File: src/rtl/fetch_line_unit_pkg.sv
// rtl/fetch_line_unit_pkg.sv - shared fetch types: opcodes, queue entry, FSM states, immediate decode
package rv32cpu_type;

    localparam logic [6:0] op_b_jal = 7'b1101111;
    localparam logic [6:0] op_b_br  = 7'b1100011;

    typedef struct packed {
        logic [31:0] pc;
        logic [31:0] ir;
        logic [1:0]  br_predicted;
    } instr_queue_entry_t;

    typedef enum logic [1:0] {REQ, WAIT, HOLD, DROP} fetch_state_t;

    function automatic logic [31:0] imm_j(input logic [31:0] ir);
        return {{12{ir[31]}}, ir[19:12], ir[20], ir[30:21], 1'b0};
    endfunction

    function automatic logic [31:0] imm_b(input logic [31:0] ir);
        return {{20{ir[31]}}, ir[7], ir[30:25], ir[11:8], 1'b0};
    endfunction

endpackage

File: src/rtl/fetch_line_unit_predecode.sv
// rtl/fetch_line_unit_predecode.sv - combinational pre-decode and prediction of one fetched line
// Ports: line_pc_i (line base), start_mask_i, line_i, bp_valid_i/bp_counter_i in;
//        mask_o, offset_o, br_en_o, taken_o, next_pc_o, br_predicted_o out.
module fetch_predecode
    import rv32cpu_type::*;
#(
    parameter int  FETCH_WIDTH = 8,
    localparam int OFS_W       = $clog2(FETCH_WIDTH)
) (
    input  logic [31:0]               line_pc_i,
    input  logic [FETCH_WIDTH-1:0]    start_mask_i,
    input  logic [32*FETCH_WIDTH-1:0] line_i,
    input  logic                      bp_valid_i,
    input  logic [1:0]                bp_counter_i,
    output logic [FETCH_WIDTH-1:0]    mask_o,
    output logic [OFS_W-1:0]          offset_o,
    output logic                      br_en_o,
    output logic                      taken_o,
    output logic [31:0]               next_pc_o,
    output logic [1:0]                br_predicted_o
);

    localparam logic [31:0] LINE_BYTES = 32'(4 * FETCH_WIDTH);

    logic        found;
    logic [31:0] ir;
    logic [31:0] win_ir;
    logic        is_jal;
    logic        is_br;
    logic        pred_taken;
    logic [31:0] slot_pc;

    always_comb begin
        mask_o         = '0;
        offset_o       = '0;
        found          = 1'b0;
        ir             = '0;
        win_ir         = '0;
        // Slots are kept up to and including the first control-flow
        // instruction; everything after it is on the wrong path.
        for (int i = 0; i < FETCH_WIDTH; i++) begin
            ir        = line_i[32*i +: 32];
            mask_o[i] = start_mask_i[i] & ~found;
            if (start_mask_i[i] && !found && (ir[6:0] == op_b_jal || ir[6:0] == op_b_br)) begin
                found    = 1'b1;
                offset_o = OFS_W'(i);
                win_ir   = ir;
            end
        end

        is_jal     = found && (win_ir[6:0] == op_b_jal);
        is_br      = found && (win_ir[6:0] == op_b_br);
        pred_taken = bp_valid_i ? bp_counter_i[1] : win_ir[31];
        slot_pc    = line_pc_i + 32'({offset_o, 2'b00});

        br_en_o        = is_br;
        taken_o        = is_jal | (is_br & pred_taken);
        br_predicted_o = '0;
        if (is_br) begin
            br_predicted_o = bp_valid_i ? bp_counter_i : {win_ir[31], ~win_ir[31]};
        end

        if (is_jal) begin
            next_pc_o = slot_pc + imm_j(win_ir);
        end else if (is_br) begin
            next_pc_o = pred_taken ? slot_pc + imm_b(win_ir) : slot_pc + 32'd4;
        end else begin
            next_pc_o = line_pc_i + LINE_BYTES;
        end
    end

endmodule

File: src/rtl/fetch_line_unit.sv
// rtl/fetch_line_unit.sv - line fetch stage: request FSM, line buffer, pre-decode and redirect
// Ports: clk, rst (async high); fe_stall_i, fe_flush_i, fe_flush_pc_i from backend/queue;
//        imem_req_o/imem_addr_o/imem_resp_i/imem_data_i to I-cache; bp_valid_i/bp_counter_i;
//        iq_enqueue_o/iq_mask_o/iq_entry_o, br_en_o, fetch_pc_offset_o to the instruction queue.
// Optional macro FETCH_PERF_EN adds perf_lines_o, perf_redirects_o, perf_stall_o counters.
module fetch_line_unit
    import rv32cpu_type::*;
#(
    parameter int          FETCH_WIDTH = 8,
    parameter logic [31:0] RESET_PC    = 32'haaaaa000,
    localparam int         OFS_W       = $clog2(FETCH_WIDTH)
) (
    input  logic                                  clk,
    input  logic                                  rst,
    input  logic                                  fe_stall_i,
    input  logic                                  fe_flush_i,
    input  logic [31:0]                           fe_flush_pc_i,
    output logic                                  imem_req_o,
    output logic [31:0]                           imem_addr_o,
    input  logic                                  imem_resp_i,
    input  logic [32*FETCH_WIDTH-1:0]             imem_data_i,
    input  logic                                  bp_valid_i,
    input  logic [1:0]                            bp_counter_i,
    output logic                                  iq_enqueue_o,
    output logic [FETCH_WIDTH-1:0]                iq_mask_o,
    output instr_queue_entry_t [FETCH_WIDTH-1:0]  iq_entry_o,
    output logic                                  br_en_o,
    output logic [OFS_W-1:0]                      fetch_pc_offset_o
`ifdef FETCH_PERF_EN
    ,
    output logic [31:0]                           perf_lines_o,
    output logic [31:0]                           perf_redirects_o,
    output logic [31:0]                           perf_stall_o
`endif
);

    localparam logic [31:0] LINE_MASK = 32'(4 * FETCH_WIDTH - 1);

    fetch_state_t              state_q, state_d;
    logic [31:0]               pc_q, pc_d;
    logic [32*FETCH_WIDTH-1:0] line_q, line_d;
    logic                      valid_q, valid_d;

    logic [31:0]               line_base;
    logic [FETCH_WIDTH-1:0]    start_mask;
    logic                      offer;
    logic [FETCH_WIDTH-1:0]    pd_mask;
    logic [OFS_W-1:0]          pd_offset;
    logic                      pd_br_en;
    logic                      pd_taken;
    logic [31:0]               pd_next_pc;
    logic [1:0]                pd_br_predicted;

    assign line_base  = pc_q & ~LINE_MASK;
    assign start_mask = {FETCH_WIDTH{1'b1}} << pc_q[OFS_W+1:2];
    assign offer      = (state_q == HOLD) && valid_q;

    fetch_predecode #(.FETCH_WIDTH(FETCH_WIDTH)) u_predecode (
        .line_pc_i      (line_base),
        .start_mask_i   (start_mask),
        .line_i         (line_q),
        .bp_valid_i     (bp_valid_i),
        .bp_counter_i   (bp_counter_i),
        .mask_o         (pd_mask),
        .offset_o       (pd_offset),
        .br_en_o        (pd_br_en),
        .taken_o        (pd_taken),
        .next_pc_o      (pd_next_pc),
        .br_predicted_o (pd_br_predicted)
    );

    always_comb begin
        state_d      = state_q;
        pc_d         = pc_q;
        line_d       = line_q;
        valid_d      = valid_q;
        // A flush in REQ withholds the strobe so the old-path request is never issued.
        imem_req_o   = (state_q == REQ) && !rst && !fe_flush_i;
        iq_enqueue_o = offer && !fe_stall_i && !fe_flush_i;

        if (fe_flush_i) begin
            pc_d    = fe_flush_pc_i;
            valid_d = 1'b0;
            // A request still in flight must have its response swallowed.
            if ((state_q == WAIT || state_q == DROP) && !imem_resp_i) begin
                state_d = DROP;
            end else begin
                state_d = REQ;
            end
        end else begin
            unique case (state_q)
                REQ:  state_d = WAIT;
                WAIT: begin
                    if (imem_resp_i) begin
                        line_d  = imem_data_i;
                        valid_d = 1'b1;
                        state_d = HOLD;
                    end
                end
                HOLD: begin
                    if (!valid_q) begin
                        state_d = REQ;
                    end else if (!fe_stall_i) begin
                        pc_d    = pd_next_pc;
                        valid_d = 1'b0;
                        state_d = REQ;
                    end
                end
                DROP: begin
                    if (imem_resp_i) begin
                        state_d = REQ;
                    end
                end
                default: state_d = REQ;
            endcase
        end
    end

    always_comb begin
        imem_addr_o       = line_base;
        iq_mask_o         = '0;
        iq_entry_o        = '0;
        br_en_o           = 1'b0;
        fetch_pc_offset_o = '0;
        if (offer) begin
            iq_mask_o         = pd_mask;
            br_en_o           = pd_br_en;
            fetch_pc_offset_o = pd_offset;
            for (int i = 0; i < FETCH_WIDTH; i++) begin
                iq_entry_o[i].pc = line_base + 32'(4 * i);
                iq_entry_o[i].ir = line_q[32*i +: 32];
                if (pd_offset == OFS_W'(i)) begin
                    iq_entry_o[i].br_predicted = pd_br_predicted;
                end
            end
        end
    end

    always_ff @(posedge clk or posedge rst) begin
        if (rst) begin
            state_q <= REQ;
            pc_q    <= RESET_PC;
            line_q  <= '0;
            valid_q <= 1'b0;
        end else begin
            state_q <= state_d;
            pc_q    <= pc_d;
            line_q  <= line_d;
            valid_q <= valid_d;
        end
    end

`ifdef FETCH_PERF_EN
    logic [31:0] perf_lines_q, perf_lines_d;
    logic [31:0] perf_redirects_q, perf_redirects_d;
    logic [31:0] perf_stall_q, perf_stall_d;

    // Counters saturate at all-ones rather than wrapping.
    always_comb begin
        perf_lines_d     = perf_lines_q;
        perf_redirects_d = perf_redirects_q;
        perf_stall_d     = perf_stall_q;
        if (iq_enqueue_o && perf_lines_q != '1) begin
            perf_lines_d = perf_lines_q + 32'd1;
        end
        if (((iq_enqueue_o && pd_taken) || fe_flush_i) && perf_redirects_q != '1) begin
            perf_redirects_d = perf_redirects_q + 32'd1;
        end
        if (state_q == HOLD && fe_stall_i && perf_stall_q != '1) begin
            perf_stall_d = perf_stall_q + 32'd1;
        end
    end

    always_ff @(posedge clk or posedge rst) begin
        if (rst) begin
            perf_lines_q     <= '0;
            perf_redirects_q <= '0;
            perf_stall_q     <= '0;
        end else begin
            perf_lines_q     <= perf_lines_d;
            perf_redirects_q <= perf_redirects_d;
            perf_stall_q     <= perf_stall_d;
        end
    end

    assign perf_lines_o     = perf_lines_q;
    assign perf_redirects_o = perf_redirects_q;
    assign perf_stall_o     = perf_stall_q;
`endif

endmodule

File: config.mk
export PLATFORM = sky130hd
export DESIGN_NAME = fetch_line_unit
export DESIGN_NICKNAME = d
export VERILOG_FILES = /design/src/rtl/fetch_line_unit_pkg.sv /design/src/rtl/fetch_line_unit_predecode.sv /design/src/rtl/fetch_line_unit.sv
export SDC_FILE = /design/constraint.sdc
export NUM_CORES = 1
export LEC_CHECK = 0
export ABC_CLOCK_PERIOD_IN_PS = 9950
export CORE_AREA = 2 2 338 340
export DETAILED_ROUTE_END_ITERATION = 8
export DIE_AREA = 0 0 340 342
export HOLD_SLACK_MARGIN = 0.15
export PLACE_DENSITY = 0.39
export SLEW_MARGIN = 20
export SYNTH_ARGS = -nofsm -noshare
export SYNTH_HDL_FRONTEND = slang
export SYNTH_SLANG_ARGS = --single-unit
File: constraint.sdc
create_clock -name clk -period 9.95 [get_ports clk]
set_input_delay 1.99 -clock clk [delete_from_list [all_inputs] [get_ports clk]]
set_output_delay 1.99 -clock clk [all_outputs]
set_load 0.02 [all_outputs]
==> results.json <==
{
  "power_density_nw_per_um2": 189.5,
  "synth_cell_types": 88,
  "dp.cells": 4142,
  "netlist_instances": 2116,
  "fmax_mhz": 117.2,
  "cp.arrival_ns": 6.54,
  "r2r_start": "pc_q[3]$_DFFE_PP0P_",
  "async_flop_share": 1.000,
  "portBuffers": 834,
  "synth_edf_count": 0,
  "clk_pin_slew_ns": 0.06,
  "post-route-period-util": 0.8572,
  "cp_top_family": "compound AO/OA/AOI/OAI gates",
  "syn_area_sq_um": 20220,
  "max_stage_delay_ns": 1.07,
  "path_cells": "nand4bb_1 > nor4_4 > buf_4 > a211o_1 > a211oi_1 > a221oi_2 > nand2_1 > a2111oi_1 > nand2_1 > nor2_1 > clkdlybuf4s50_1",
  "grt_max_degree": 177,
  "worstHoldPathType": "reg -> reg",
  "cts_buffers": 41,
  "vdd_drop_max_mv": 0.1075,
  "clkSinkCount": 289,
  "die_w_um": 340,
  "ctsResizeCount": 0,
  "synth_top_cell_area_share": 0.3452,
  "status": "complete, no violations",
  "grt.overflow.total": 0,
  "worst_setup_path_end_kind": "output pin",
  "wl_per_cell_um": 25.27,
  "layout_setup_ws_ns": 1.421,
  "setup_tns_ns": 0,
  "gp_congestion": 0.8685,
  "fin_hold_ws_ns": 0.4978,
  "leakagePower_nw": 11.37,
  "fin_crit_ns": 8.529,
  "grt_first_pass_wirelength_mm": 148.2,
  "synth_commonest_cells": "and2_1 (285), dfrtp_1 (279), buf_4 (263), mux2_2 (254), nor2_1 (141)",
  "path_buf_inv": 2,
  "fill_cells": 12050,
  "crit_path_start_kind": "register",
  "cts_tree": "built",
  "ant_nets": 0,
  "via_per_inst": 4.348,
  "drtPass1Iterations": 8,
  "synthFlopType": "dfrtp_1",
  "die_y_um": 342,
  "row_count": 124,
  "antenna_found_initial": 22,
  "yosysMostFrequentCell": "and2_1",
  "synth_top_cell_by_area": "dfrtp_1",
  "min_from": "line_q[149]$_DFFE_PP0P_",
  "maxCapViolCount": 0,
  "nets": 3013,
  "grt_usage": 0.1774,
  "finalSetupViolations": 0,
  "die_area_sq_um": 116300,
  "criticalPathCategory": "reg -> out",
  "drv_slew": 0,
  "clk_latency_ns": 0.60,
  "cts_setup_buffers": 0,
  "dpl.hpwl_mm": 83.34,
  "rsz0062_at_grt": "no",
  "clockBufferDepth": 3,
  "area.growth.synth_to_final_pct": 47.48,
  "cp_common_cell": "nand2_1",
  "ios": 870,
  "worst_pin_slew_ns": 1.136,
  "register_area_sq_um": 7244,
  "drc": 0,
  "fin_skew_ns": 0.01934,
  "crit_start": "pc_q[3]$_DFFE_PP0P_",
  "cp_max_fo": 26,
  "place_ws_ns": 2.072,
  "multi_input_area_sq_um": 10590,
  "synthTopCellsByArea": "dfrtp_1 (35%), mux2_2 (14%), buf_4 (9.8%), and2_1 (8.8%), nor2_1 (2.6%)",
  "h-tree-depth": 2,
  "drive_above_1_share": 0.1456,
  "fp.coreArea_sq_um": 113100,
  "cts_root_buffer": "clkbuf_16",
  "grt_pass1_vias": 18980,
  "drtIter0Drc": 1032,
  "drt_wl_total_mm": 106.8,
  "ys_warn_count": 0,
  "instances_no_fill": 4226,
  "finalHoldViolCount": 0,
  "required_ns": 7.96,
  "ys_ff_latch": 289,
  "slew_headroom": 0.2370,
  "cts_hold_buf": 0,
  "avgSynthCellArea_sq_um": 9.557,
  "vias": 18380,
  "cp_slowest_cell": "a2111oi_1",
  "initial_utilization": 0.1788,
  "seq_area_frac_synth": 0.3582
}
-- final cells by class --
cell class,count,area share
diodes,8,0.0006712
clock buffers,64,0.04136
clock inverters,10,0.003566
inverters,26,0.003650
multi-input cells,1450,0.3551
flip-flops and latches,289,0.2429
well taps,1512,0.06343
repair buffers,867,0.2894
-- per-stage QoR --
step / total power [W] / util / instance area [sq um]
after floorplan: 0.003310 / - / 20350
after global placement: 0.004133 / 0.2512 / 28410
after detailed placement: 0.004185 / 0.2512 / 28410
after CTS: 0.005755 / 0.2630 / 29750
after global routing: 0.006013 / 0.2636 / 29810
final: 0.005652 / 0.2637 / 29830
-- state kept, by name, summed over array words and instances, names as in the netlist --
| name | flops |
|---|---|
| state_q | 2 |
| valid_q | 1 |
| pc_q | 30 |
| line_q | 256 |
-- cell families after synthesis --
logic type / synth area share
simple gates: 0.1943
buf+inv: 0.1255
compound gates: 0.1243
flops: 0.3582
mux: 0.1499
xor+xnor: 0.02079
fa+ha+maj: 0.02673
other cells: 0.0001854
-- final timing paths --
| kind | endpoint | slack [ns] | cells after the start |
|---|---|---|---|
| max reg2reg | pc_q[28]$_DFFE_PP0P_ | 2.42 | 23 |
| min | line_q[149]$_DFFE_PP0P_ | 0.50 | 1 |
| min in group asynchronous | line_q[101]$_DFFE_PP0P_ | 1.92 | 2 |
| max in group asynchronous | line_q[146]$_DFFE_PP0P_ | 5.87 | 4 |
| min reg2reg | line_q[149]$_DFFE_PP0P_ | 0.50 | 1 |
| max | iq_entry_o[66] | 1.42 | 11 |
-- report_power, final --
group | switching, W | total [W] | internal, W | leakage, nW
clock | 0.000627 | 0.00151 | 0.000879 | 0.657
sequential | 0.000583 | 0.00231 | 0.00173 | 3.43
combinational | 0.000913 | 0.00184 | 0.000925 | 7.28
total | 0.00212 | 0.00565 | 0.00353 | 11.4
-- per-layer routing --
layer	vias to the layer above	track usage	wire length [um]
met2	734	0.3164	53890
li1	8374	-	-
met3	101	0.05271	8609
met1	9148	0.2093	42290
met4	18	0.03687	1869
met5	-	0	115
-- cell usage in the layout (no fill, tap or decap), types with 8 or more instances in the layout --
cell type and n:
a31oi_1 19, o21ai_1 8, o21a_1 16, ha_1 40
and3_1 13, nand3_1 29, nor2b_1 10, mux2i_1 16
nor3_1 30, diode_2 8, a21o_1 12, nand2b_1 11
a221oi_1 26, or3_1 17, a211oi_1 19, clkdlybuf4s50_1 833
dfrtp_1 279, a222oi_1 19, o22ai_1 8, o21ai_0 41
clkbuf_8 10, dfstp_2 10, nor2_1 139, xor2_1 18
xnor2_1 30, nand2_1 96, buf_4 31, nand4_1 22
clkbuf_16 42, conb_1 33, inv_1 23, a21oi_1 69
nor4_1 9, and2_1 284, mux2_2 254, a221o_1 8
clkbuf_1 12
-- worst register-to-register path, stage by stage (launching register included) --
cell and delay (ns):
dfrtp_1 0.55, nand4bb_1 0.39, or3_1 0.49, a211o_1 0.52, or3_1 0.48, buf_4 0.28
and4_1 0.33, nor3_1 0.28, a21oi_1 0.07, buf_4 0.20, nand3b_1 0.19, ha_1 0.22
inv_1 0.08, fa_1 0.22, nor2b_1 0.07, o31ai_1 0.53, a211oi_1 0.22, nor3_1 0.94
nand2_1 0.36, nor4_1 0.28, a32oi_1 0.14, a311oi_1 0.33, o21a_1 0.18, o22ai_1 0.07
(Power assumes the default switching activity.)
